`config.mk`:
```
export PLATFORM = sky130hd
export DESIGN_NAME = addsub_issue_unit_flat
export DESIGN_NICKNAME = d
export VERILOG_FILES = /design/src/rtl/addsub_issue_unit_if.sv /design/src/rtl/addsub_issue_unit.sv /design/src/flat_wrapper.sv
export SDC_FILE = /design/constraint.sdc
export NUM_CORES = 1
export LEC_CHECK = 0
export CAP_MARGIN = 20
export CORE_MARGIN = 2
export CORE_UTILIZATION = 40
export DETAILED_ROUTE_END_ITERATION = 10
export DONT_BUFFER_PORTS = 1
export SETUP_SLACK_MARGIN = 0.05
export SLEW_MARGIN = 20
export SYNTH_ARGS = -nofsm -noshare
export SYNTH_HDL_FRONTEND = slang
export SYNTH_SLANG_ARGS = --single-unit
```
`constraint.sdc`:
```
create_clock -name clk -period 2.2 [get_ports clk]
set_input_delay 0.22 -clock clk [delete_from_list [all_inputs] [get_ports clk]]
set_output_delay 0.22 -clock clk [all_outputs]
set_load 0.1 [all_outputs]
```
`src/rtl/addsub_issue_unit_if.sv`:
```
// -----------------------------------------------------------------------------
// addsub_issue_unit_if
// Bundles the request, slice and result buses of addsub_issue_unit.
//   in_*    : request channel (valid/ready), upstream -> unit
//   slice_* : registered operands out to the adder/subtractor slice, and its
//             combinational sum/cout back in
//   out_*   : result channel (valid/ready), unit -> downstream
// Modports:
//   slave  : the issue unit itself
//   master : the environment (request source, slice, result consumer)
// -----------------------------------------------------------------------------
interface addsub_issue_unit_if #(
    parameter int W = 4
);
    logic         in_valid;
    logic         in_ready;
    logic [W-1:0] in_a;
    logic [W-1:0] in_b;
    logic         in_cin;

    logic [W-1:0] slice_a;
    logic [W-1:0] slice_b;
    logic         slice_cin;
    logic [W-1:0] slice_sum;
    logic         slice_cout;

    logic         out_valid;
    logic         out_ready;
    logic [W-1:0] out_sum;
    logic         out_cout;
    logic         out_zero;

    modport slave (
        input  in_valid, in_a, in_b, in_cin,
        output in_ready,
        output slice_a, slice_b, slice_cin,
        input  slice_sum, slice_cout,
        output out_valid, out_sum, out_cout, out_zero,
        input  out_ready
    );

    modport master (
        output in_valid, in_a, in_b, in_cin,
        input  in_ready,
        input  slice_a, slice_b, slice_cin,
        output slice_sum, slice_cout,
        input  out_valid, out_sum, out_cout, out_zero,
        output out_ready
    );
endinterface

```
`src/rtl/addsub_issue_unit.sv`:
```
// -----------------------------------------------------------------------------
// addsub_issue_unit
// Operand-issue / result-capture stage around a combinational add/sub slice.
//   S0: DEPTH-entry request FIFO {a, b, cin}
//   S1: issue registers driving the slice (slice_a/b/cin) + s1_valid
//   S2: result registers (out_sum/out_cout/out_zero) + out_valid
// Ports:
//   clk   : clock, rising edge
//   rst   : asynchronous, active-high reset
//   bus   : slave side of addsub_issue_unit_if (request, slice, result)
//   count : FIFO occupancy (S0 only)
//   busy  : any request queued or in flight
// -----------------------------------------------------------------------------
module addsub_issue_unit #(
    parameter int W     = 4,
    parameter int DEPTH = 4
) (
    input  logic                   clk,
    input  logic                   rst,
    addsub_issue_unit_if.slave     bus,
    output logic [$clog2(DEPTH):0] count,
    output logic                   busy
);
    localparam int AW = $clog2(DEPTH);
    localparam logic [AW:0] FULL = (AW+1)'(DEPTH);

    typedef struct packed {
        logic [W-1:0] a;
        logic [W-1:0] b;
        logic         cin;
    } req_t;

    req_t          mem [DEPTH];
    logic [AW-1:0] head;
    logic [AW-1:0] tail;
    logic          s1_valid;

    logic push;
    logic pop;
    logic s2_load;

    // Full means no accept, even if the head leaves this cycle.
    assign bus.in_ready = (count != FULL);
    assign push         = bus.in_valid & bus.in_ready;
    // S1 advances exactly when S2 can take its result.
    assign s2_load      = s1_valid & (~bus.out_valid | bus.out_ready);
    assign pop          = (count != '0) & (~s1_valid | s2_load);
    assign busy         = (count != '0) | s1_valid | bus.out_valid;

    // Storage carries no reset: entries are only read once written.
    always_ff @(posedge clk) begin
        if (push) begin
            mem[tail] <= '{a: bus.in_a, b: bus.in_b, cin: bus.in_cin};
        end
    end

    // S0 pointers and occupancy; DEPTH is a power of 2 so pointers wrap freely.
    always_ff @(posedge clk or posedge rst) begin
        if (rst) begin
            head  <= '0;
            tail  <= '0;
            count <= '0;
        end else begin
            if (push) tail <= tail + 1'b1;
            if (pop)  head <= head + 1'b1;
            case ({push, pop})
                2'b10:   count <= count + 1'b1;
                2'b01:   count <= count - 1'b1;
                default: count <= count;
            endcase
        end
    end

    // S1: operands hold their last value when S1 empties.
    always_ff @(posedge clk or posedge rst) begin
        if (rst) begin
            bus.slice_a   <= '0;
            bus.slice_b   <= '0;
            bus.slice_cin <= 1'b0;
            s1_valid      <= 1'b0;
        end else if (pop) begin
            bus.slice_a   <= mem[head].a;
            bus.slice_b   <= mem[head].b;
            bus.slice_cin <= mem[head].cin;
            s1_valid      <= 1'b1;
        end else if (s2_load) begin
            s1_valid      <= 1'b0;
        end
    end

    // S2: result registers; held while the consumer stalls.
    always_ff @(posedge clk or posedge rst) begin
        if (rst) begin
            bus.out_valid <= 1'b0;
            bus.out_sum   <= '0;
            bus.out_cout  <= 1'b0;
            bus.out_zero  <= 1'b0;
        end else if (s2_load) begin
            bus.out_valid <= 1'b1;
            bus.out_sum   <= bus.slice_sum;
            bus.out_cout  <= bus.slice_cout;
            bus.out_zero  <= (bus.slice_sum == '0);
        end else if (bus.out_ready) begin
            bus.out_valid <= 1'b0;
        end
    end
endmodule

```
`src/flat_wrapper.sv`:
```
// flat-port wrapper written by rule: the top's interface ports become plain ports
module addsub_issue_unit_flat 
#(
    parameter int W     = 4,
    parameter int DEPTH = 4
)
  (clk, rst, count, busy, bus_in_valid, bus_in_a, bus_in_b, bus_in_cin, bus_in_ready, bus_slice_a, bus_slice_b, bus_slice_cin, bus_slice_sum, bus_slice_cout, bus_out_valid, bus_out_sum, bus_out_cout, bus_out_zero, bus_out_ready);
  addsub_issue_unit_if #(.W(W)) bus_i ();
  input  logic clk;
  input  logic rst;
  output logic [$clog2(DEPTH):0] count;
  output logic busy;
  input wire logic [$bits(bus_i.in_valid)-1:0] bus_in_valid;
  input wire logic [$bits(bus_i.in_a)-1:0] bus_in_a;
  input wire logic [$bits(bus_i.in_b)-1:0] bus_in_b;
  input wire logic [$bits(bus_i.in_cin)-1:0] bus_in_cin;
  output wire logic [$bits(bus_i.in_ready)-1:0] bus_in_ready;
  output wire logic [$bits(bus_i.slice_a)-1:0] bus_slice_a;
  output wire logic [$bits(bus_i.slice_b)-1:0] bus_slice_b;
  output wire logic [$bits(bus_i.slice_cin)-1:0] bus_slice_cin;
  input wire logic [$bits(bus_i.slice_sum)-1:0] bus_slice_sum;
  input wire logic [$bits(bus_i.slice_cout)-1:0] bus_slice_cout;
  output wire logic [$bits(bus_i.out_valid)-1:0] bus_out_valid;
  output wire logic [$bits(bus_i.out_sum)-1:0] bus_out_sum;
  output wire logic [$bits(bus_i.out_cout)-1:0] bus_out_cout;
  output wire logic [$bits(bus_i.out_zero)-1:0] bus_out_zero;
  input wire logic [$bits(bus_i.out_ready)-1:0] bus_out_ready;
  assign bus_i.in_valid = bus_in_valid;
  assign bus_i.in_a = bus_in_a;
  assign bus_i.in_b = bus_in_b;
  assign bus_i.in_cin = bus_in_cin;
  assign bus_in_ready = bus_i.in_ready;
  assign bus_slice_a = bus_i.slice_a;
  assign bus_slice_b = bus_i.slice_b;
  assign bus_slice_cin = bus_i.slice_cin;
  assign bus_i.slice_sum = bus_slice_sum;
  assign bus_i.slice_cout = bus_slice_cout;
  assign bus_out_valid = bus_i.out_valid;
  assign bus_out_sum = bus_i.out_sum;
  assign bus_out_cout = bus_i.out_cout;
  assign bus_out_zero = bus_i.out_zero;
  assign bus_i.out_ready = bus_out_ready;
  addsub_issue_unit #(.W(W), .DEPTH(DEPTH)) u_core (.clk(clk), .rst(rst), .bus(bus_i), .count(count), .busy(busy));
endmodule
```
== Word-level counts from Yosys, hierarchy flattened ==
Memories as Yosys holds them, arrays and structs flattened. A register that Yosys moved wholly into a read port is not among the register bits.
Index checks and enable logic that the tools add are counted.
Word-level totals
  memories kept: 1
  output and inout port bits: 21
  register bits after elaboration: 15
  input port bits: 18
  logic and storage cells: 37
  RAM bits: 36
Memory list
  u_core.mem: words 4, width 9, read ports 1, clocked after Yosys merged registers in 1, wr ports 1, RTL line addsub_issue_unit.sv:33  | req_t mem [DEPTH];
Cells by class
  bitwise operators: 9
  equality and inequality tests: 3
  reductions and logical operators: 5
  muxes and demuxes: 7
  $add $sub $neg: 4
Operators by type and width (count)
  two-way mux 1 bit: 6
  one-hot mux 3 bit (2 select lines): 1
  nonzero test 2 bit: 3
  adder 2 x 1 -> 2 bit (second input constant): 2
  logical NOT 4 bit: 1
  bitwise OR 1 bit: 4
  adder 3 x 1 -> 3 bit (second input constant): 1
  AND 1 bit: 3
  inequality test 3 bit (second input constant): 1
  nonzero test 3 bit: 1
  subtractor 3 x 1 -> 3 bit (second input constant): 1
  equality test 2 x 1 -> 1 bit (second input constant): 1
  equality test 2 bit (second input constant): 1
  NOT 1 bit: 2

== Depth between registers and ports, before layout ==
Gate-level depths: netlist of the first run.
  depth in word-level cells: 7
  depth in mapped cells: 10
  gate-level depth less buffers: 9

== Least setup slack after synthesis of the first run ==
No wires, ideal clock.
  kind: register to register
  from: reg u_core.count[2]
  to: reg u_core.count[2]
  data required time: 2038 ps
  clock period less this slack: 2933 ps
  path buffers: 0
  arrival time: 2770 ps
  library setup time: 162 ps
  setup slack: -733 ps
  cell stages (with the launch flop): 10
  cell sequence: dfrtp_1 or3b_4 and2_4 inv_1 ha_1 inv_1 fa_1 xor2_1 nor2_1 xor2_1
Between the ends
  cells in the longest elaborated chain, start to end: 4
  elaborated cells between the ends (all ways): 10
  those cells by class: 2 x add/sub; 3 x eq/ne; 1 x mux; 2 x bitwise; 2 x reduce/logical
Ends and longest elaborated chain
  start: declaration: RTL line addsub_issue_unit.sv:21  | output logic [$clog2(DEPTH):0] count,
  start signal: assignment: RTL line addsub_issue_unit.sv:67  | 2'b10: count <= count + 1'b1;
  start signal: assignment: RTL line addsub_issue_unit.sv:68  | 2'b01: count <= count - 1'b1;
  start signal: assignment: RTL line addsub_issue_unit.sv:69  | default: count <= count;
  inequality test 3 bit (*): RTL line addsub_issue_unit.sv:43  | assign bus.in_ready = (count != FULL);
  via bus_in_ready: RTL line flat_wrapper.sv:17  | output wire logic [$bits(bus_i.in_ready)-1:0] bus_in_ready;
  AND 1 bit (*): RTL line addsub_issue_unit.sv:44  | assign push = bus.in_valid & bus.in_ready;
  equality test 2 x 1 -> 1 bit / equality test 2 bit (equally long branches): RTL line addsub_issue_unit.sv:66  | case ({push, pop})
  one-hot mux 3 bit (2 select lines) / nonzero test 2 bit (equally long branches)
Mark *: on every way through the listed nets, which the timed path passes. The rest lies on a longest branch.
A chain may end at the register's enable or synchronous reset.

== Worst setup path after layout of the first run ==
  from: reg u_core.count[1]
  to: reg u_core.count[2]
Between the ends
  cells in the longest elaborated chain, start to end: 4
  elaborated cells between the ends (all ways): 10
  those cells by class: 2 x add/sub; 3 x eq/ne; 1 x mux; 2 x bitwise; 2 x reduce/logical
Ends and longest elaborated chain (RTL line)
  inequality test 3 bit / nonzero test 3 bit (equally long branches): addsub_issue_unit.sv:43, addsub_issue_unit.sv:47
  AND 1 bit (on tied branches): addsub_issue_unit.sv:44, addsub_issue_unit.sv:47
  equality test 2 x 1 -> 1 bit / equality test 2 bit (equally long branches): addsub_issue_unit.sv:66
  one-hot mux 3 bit (2 select lines) / nonzero test 2 bit (equally long branches)
Parallel ways exist; a longest one is shown, timed or not.

==> results of run 1 <==
[how the worst min path moves through the flow]
stage / startpoint / to / slack (ps) / cells after the start
2_1_floorplan: rst / u_core.bus.out_cout / 230 / 1
3_3_place_gp: rst / u_core.s1_valid / 180 / 2
3_5_place_dp: rst / u_core.count[0] / 190 / 2
4_1_cts: bus_slice_sum[3] / u_core.bus.out_sum[3] / 10 / 1
5_1_grt: bus_slice_sum[1] / u_core.bus.out_sum[1] / 20 / 1
6_report: bus_slice_sum[3] / u_core.bus.out_sum[3] / 30 / 1
[cell usage in the layout (no fill, tap or decap), drive strengths merged, types with 4 or more instances in the layout]
cell / synthesis / final
and3: 4 / 4
buf: 1 / 12
clkbuf: 2 / 10
dfrtp: 24 / 24
dlygate4sd3: 0 / 10
edfxtp: 36 / 36
ha: 5 / 5
inv: 8 / 8
mux2: 16 / 16
mux4: 9 / 9
xnor2: 4 / 4
[routing by layer]
metal	wire length [microns]	track usage [%]
met5	0	0
met2	1960	21.9
met1	1530	14.8
met4	116	8.64
met3	326	6.44
[registers in the layout, indices dropped and copies added (netlist names)]
name / cells
u_core.mem: 36
u_core.bus.out_valid: 1
u_core.bus.out_zero: 1
u_core.s1_valid: 1
u_core.bus.out_sum: 4
u_core.head: 2
u_core.bus.slice_cin: 1
u_core.bus.out_cout: 1
u_core.tail: 2
u_core.count: 3
u_core.bus.slice_a: 4
u_core.bus.slice_b: 4
[stage by stage]
step,hold slack [ps],util [%],setup slack [ps]
detailed placement,190,43.7,37.3
global placement,180,43.7,140
finish,32.3,49.8,71.1
global route,15.0,49.8,-52.6
CTS,14.5,49.8,44.4
floorplan,235,-,-266
[layout make-up]
class | instances | area [sq um] | share of cell area [%]
Clock buffer | 10 | 128 | 4.38
Multi-Input combinational cell | 55 | 663 | 22.8
Tap cell | 75 | 93.8 | 3.22
Inverter | 8 | 30.0 | 1.03
Sequential cell | 60 | 1690 | 58.2
Clock inverter | 6 | 113 | 3.87
Timing Repair Buffer | 22 | 190 | 6.53
[logic make-up (layout without fill, tap and decap cells)]
group                    count (synthesis)  count (layout)
buffers and inverters                   11              46
adder cells (fa/ha/maj)                  6               6
AND/OR/NAND/NOR                         17              17
flip-flops                              60              60
multiplexers                            26              26
XOR/XNOR                                 6               6
[critical path: cells and delay by family, from the launching register on]
| kind | cells | cell delay, ps |
|---|---|---|
| xor+xnor | 2 | 320 |
| fa+ha+maj | 2 | 470 |
| buf+inv | 2 | 100 |
| flops | 1 | 480 |
| simple gates | 3 | 690 |
[timing repair]
| action | in CTS | in global routing |
|---|---|---|
| hold buffers | 10 | 0 |
| endpoints found under the setup margin | 1 | 1 |
| hold endpoints to repair | 60 | 0 |
| buffers inserted | 2 | 0 |
| pin swaps | 2 | 0 |
==> results_dict.tcl, run 1 <==
set metrics [dict create \
    min_period_ps 2130 \
    yosysSeqAreaShare_pct 70.4 \
    synth_compound_area_share_pct 0 \
    clk_path_buf_depth 2 \
    syn_to_final_growth_pct 21.9 \
    grt.overflow.total 0 \
    gp_congestion 0.748 \
    setup.worst_path.start "u_core.count[1]" \
    stdcell_area_sq_um 2910 \
    netlist.area_leader.share_pct 45.3 \
    crit_arrival_ps 2370 \
    initial_utilization_pct 40.8 \
    critPathSlowestCell "dfrtp_4" \
    status "complete, no violations" \
    rsz0062_at_grt "true" \
    setup_violations 0 \
    slew_headroom_pct 39.1 \
    instances_no_fill 236 \
    muxShareOfSynthArea_pct 16.6 \
    grt_max_degree 25 \
    cts_resized 0 \
    num_rows 28 \
    placed_cell_area_sq_um 2560 \
    grt_usage_pct 13.8 \
    yosysMostFrequentCell "edfxtp_1" \
    drive_above_1_share_pct 41.6 \
    dp_cells 208 \
    antenna_found_initial 0 \
    synthTopCellsByCount "edfxtp_1 (36), dfrtp_1 (24), mux2_2 (15)" \
    async_flop_share_pct 40.0 \
    timing.fmax_mhz 470 \
    dieArea_sq_um 6610 \
    cap_violations 0 \
    synthXorXnorAreaFrac_pct 2.20 \
    dieWidth_microns 81.3 \
    start_kind "flip-flop" \
    slowest_delay_ps 480 \
    synth-edff-count 36 \
    critPathCapture "u_core.count[2]" \
    tightestPinTransition_ps 913 \
    insertion_delay_ps 340 \
    syn_inst 126 \
    vias 1171 \
    synth_top_family_by_area "multiplexers" \
    final_hold_viol_count 0 \
    synth.cell_area_sq_um 2390 \
    ys.flop_type "edfxtp_1" \
    worstPathCellList "or3b_4 -> and2_4 -> inv_2 -> ha_4 -> inv_2 -> fa_2 -> xor2_1 -> nor2_1 -> xor2_1" \
    yosysWarningCount 0 \
    r2r_end "u_core.count[2]" \
    core_area_sq_um 5850 \
    dp_hpwl_microns 2660 \
    reg2reg_depth 9 \
    finClkSkew_ps 8.47 \
    cts_made_buffers 9 \
    ios 39 \
    clock_sinks 60 \
    wire_per_inst_microns 16.6 \
    rr_startpoint "u_core.count[1]" \
    fin_crit_sh_pct 96.8 \
    final_nets 180 \
    wirelength_microns 3930 \
    synth_fa_ha_area_share_pct 3.46 \
    synth_area_leaders "edfxtp_1 (45%), dfrtp_1 (25%), mux4_2 (8.5%)" \
    r2r_slack_ps 70 \
    fp.dieH_microns 81.3 \
    worstSetupEndpointType "flip-flop" \
    grt_pass1_wl_microns 6200 \
    cts_tree "done" \
    diodes 0 \
    min_path_type "input pin to flip-flop" \
    port_buffers 0 \
    clk_pin_slew_ps 70 \
    tns_ps 0 \
    grt_pass1_vias 1259 \
    drt_iter0_drc 22 \
    cp_data_required_time_ps 2440 \
    yosys.area.top_type "edfxtp_1" \
    critical_path_class "flip-flop to flip-flop" \
    ys_types 25 \
    slew_viol_final 0 \
    first_pass_iters 4 \
    synth_nets 150 \
    fillers 480 \
    cts_max_level 3 \
    synth-seq-cells 60 \
    avgViaCountPerCell 4.96 \
    drtAntennaViolNets 0 \
    root_buffer "clkbuf_8" \
    avgSynthCellArea_sq_um 19.0 \
    drc 0 \
    worstPathMaxFanout 3 \
    synth-simple-area-share_pct 4.87 \
]
Power of run 1 is left out: the tool's default activity adds up to more than one toggle a clock period on the data nets, which glitch-free logic cannot reach.
==> inputs of run 2 (changes only) <==
--- a/config.mk
+++ b/config.mk
@@ -10,8 +10,10 @@
 export CORE_UTILIZATION = 40
 export DETAILED_ROUTE_END_ITERATION = 10
 export DONT_BUFFER_PORTS = 1
+export PLACE_DENSITY_LB_ADDON = 0.05
 export SETUP_SLACK_MARGIN = 0.05
 export SLEW_MARGIN = 20
 export SYNTH_ARGS = -nofsm -noshare
 export SYNTH_HDL_FRONTEND = slang
 export SYNTH_SLANG_ARGS = --single-unit
+export TNS_END_PERCENT = 30
==> constraint.sdc (replaced) <==
create_clock -name clk -period 1.72 [get_ports clk]
set_input_delay 0.172 -clock clk [delete_from_list [all_inputs] [get_ports clk]]
set_output_delay 0.172 -clock clk [all_outputs]
set_load 0.1 [all_outputs]
==> run 2 against run 1 <==
Net effect: the run now ends with setup timing left; via count grew 9.1%; global-route usage grew 1.8 points; final cell count grew 11%; design area grew 7.7%; die area is the same; critical endpoint is now busy; largest cell class unchanged.
==> results_dict.tcl, run 2 (synthesis results as in run 1) <==
set metrics [dict create \
    status "complete, but fails checks" \
    violations "setup timing" \
    setup_violations 3 \
    dp_cells 230 \
    final_cell_mix "edfxtp_1 (36), buf_4 (26), dfrtp_1 (20)" \
    fin_ws_ps -423 \
    min_path_type "input pin to flip-flop" \
    slew_viol_final 0 \
    gp_congestion 0.724 \
    initial_utilization_pct 40.8 \
    fillers 483 \
    wirelength_microns 4420 \
    drc 0 \
    num_rows 28 \
    fp.dieH_microns 81.3 \
    timing.fmax_mhz 467 \
    ios 39 \
    slew_headroom_pct 72.4 \
    fin_crit_sh_pct 125 \
    diodes 0 \
    cts_made_buffers 9 \
    tightestPinTransition_ps 414 \
    drtAntennaViolNets 0 \
    stdcell_area_sq_um 3140 \
    placed_cell_area_sq_um 2750 \
    crit_arrival_ps 1970 \
    cts_max_level 3 \
    final_nets 206 \
    worstSetupEndpointType "output pin" \
    core_area_sq_um 5850 \
    syn_to_final_growth_pct 31.3 \
    clk_path_buf_depth 2 \
    layout.cells.most_common "edfxtp_1" \
    final_hold_viol_count 0 \
    root_buffer "clkbuf_8" \
    start_kind "flip-flop" \
    min_period_ps 2140 \
    clock_sinks 60 \
    largest_register_ffs 36 \
    clk_pin_slew_ps 70 \
    top_register "u_core.mem" \
    worstPathMaxFanout 3 \
    slowest_delay_ps 490 \
    grt.overflow.total 0 \
    worstPathCellList "buf_6 -> or3_4 -> buf_6 -> or3_4 -> buf_12" \
    finClkSkew_ps 3.91 \
    critical_path_class "flip-flop to output pin" \
    antenna_found_initial 0 \
    drive_above_1_share_pct 49.2 \
    first_pass_iters 4 \
    wire_per_inst_microns 16.9 \
    insertion_delay_ps 330 \
    grt_pass1_vias 1416 \
    grt_max_degree 17 \
    dieWidth_microns 81.3 \
    rsz0062_at_grt "true" \
    grt_pass1_wl_microns 7180 \
    cp_data_required_time_ps 1550 \
    cap_violations 0 \
    grt_usage_pct 15.6 \
    fin_util_pct 53.6 \
    drt_iter0_drc 81 \
    avgViaCountPerCell 4.88 \
    tns_ps -1120 \
    instances_no_fill 262 \
    dieArea_sq_um 6610 \
    critPathSlowestCell "dfrtp_4" \
    vias 1278 \
    dp_hpwl_microns 2880 \
    cts_tree "done" \
    port_buffers 0 \
]
run 2: cell count changes in the layout (fill, tap and decap cells not counted), moves of 3 or more:
cell and delta:
buf_4 +14, clkinvlp_4 +3, bufinv_16 -3, buf_12 +3, dlygate4sd3_1 +5, buf_6 +3, and3_2 -4, and3_4 +4
run 2: layout make-up:
cell class / instances / area [sq um] / area share [%]
repair buffers: 48 / 454 / 14.5
multi-input cells: 55 / 686 / 21.9
clock inverters: 7 / 53.8 / 1.72
flip-flops and latches: 60 / 1690 / 54.0
well taps: 75 / 93.8 / 2.99
clock buffers: 9 / 124 / 3.95
inverters: 8 / 30.0 / 0.958
run 2: per-stage QoR:
step                hold WS [ps]  worst slack, ps
floorplan                    187             -746
global placement            85.1             -308
detailed placement          80.9             -421
CTS                         23.4             -432
global route                35.8             -464
finish                      44.0             -423
run 2: worst max-delay path: cells and delay by family, from the launching register on:
family | cells | cell delay (ps)
AND/OR/NAND/NOR | 2 | 720
buffers and inverters | 3 | 420
flip-flops | 1 | 490
run 2: per-layer routing:
metal / vias to the layer above / GRT usage, % / wire (microns)
met5: - / 0 / 0
met4: 0 / 8.81 / 84
met3: 9 / 4.56 / 166
met2: 29 / 24.3 / 2290
met1: 656 / 19.3 / 1880
li1: 584 / - / -
run 2: timing repair:
action / CTS / global route
pin swaps: 2 / 4
resized for setup: 12 / 3
endpoints found under the setup margin: 48 / 13
setup buffers: 0 / 1
hold endpoints to repair: 49 / 0
hold buffers: 15 / 0
gates cloned: 0 / 0
run 2: path summary, 6_finish.rpt:
check                                     from                    to  slack [ps]  cells past startpoint
setup / recovery               u_core.count[1]                  busy        -420                      5
hold reg to reg            u_core.bus.out_cout   u_core.bus.out_cout         510                      1
setup reg to reg               u_core.count[0]       u_core.count[2]        -380                      9
max in group asynchronous                  rst  u_core.bus.out_valid         870                      3
min in group asynchronous                  rst       u_core.count[0]         260                      2
hold / removal                   bus_out_ready  u_core.bus.out_valid          40                      2
Power of run 2 is left out for the same reason.
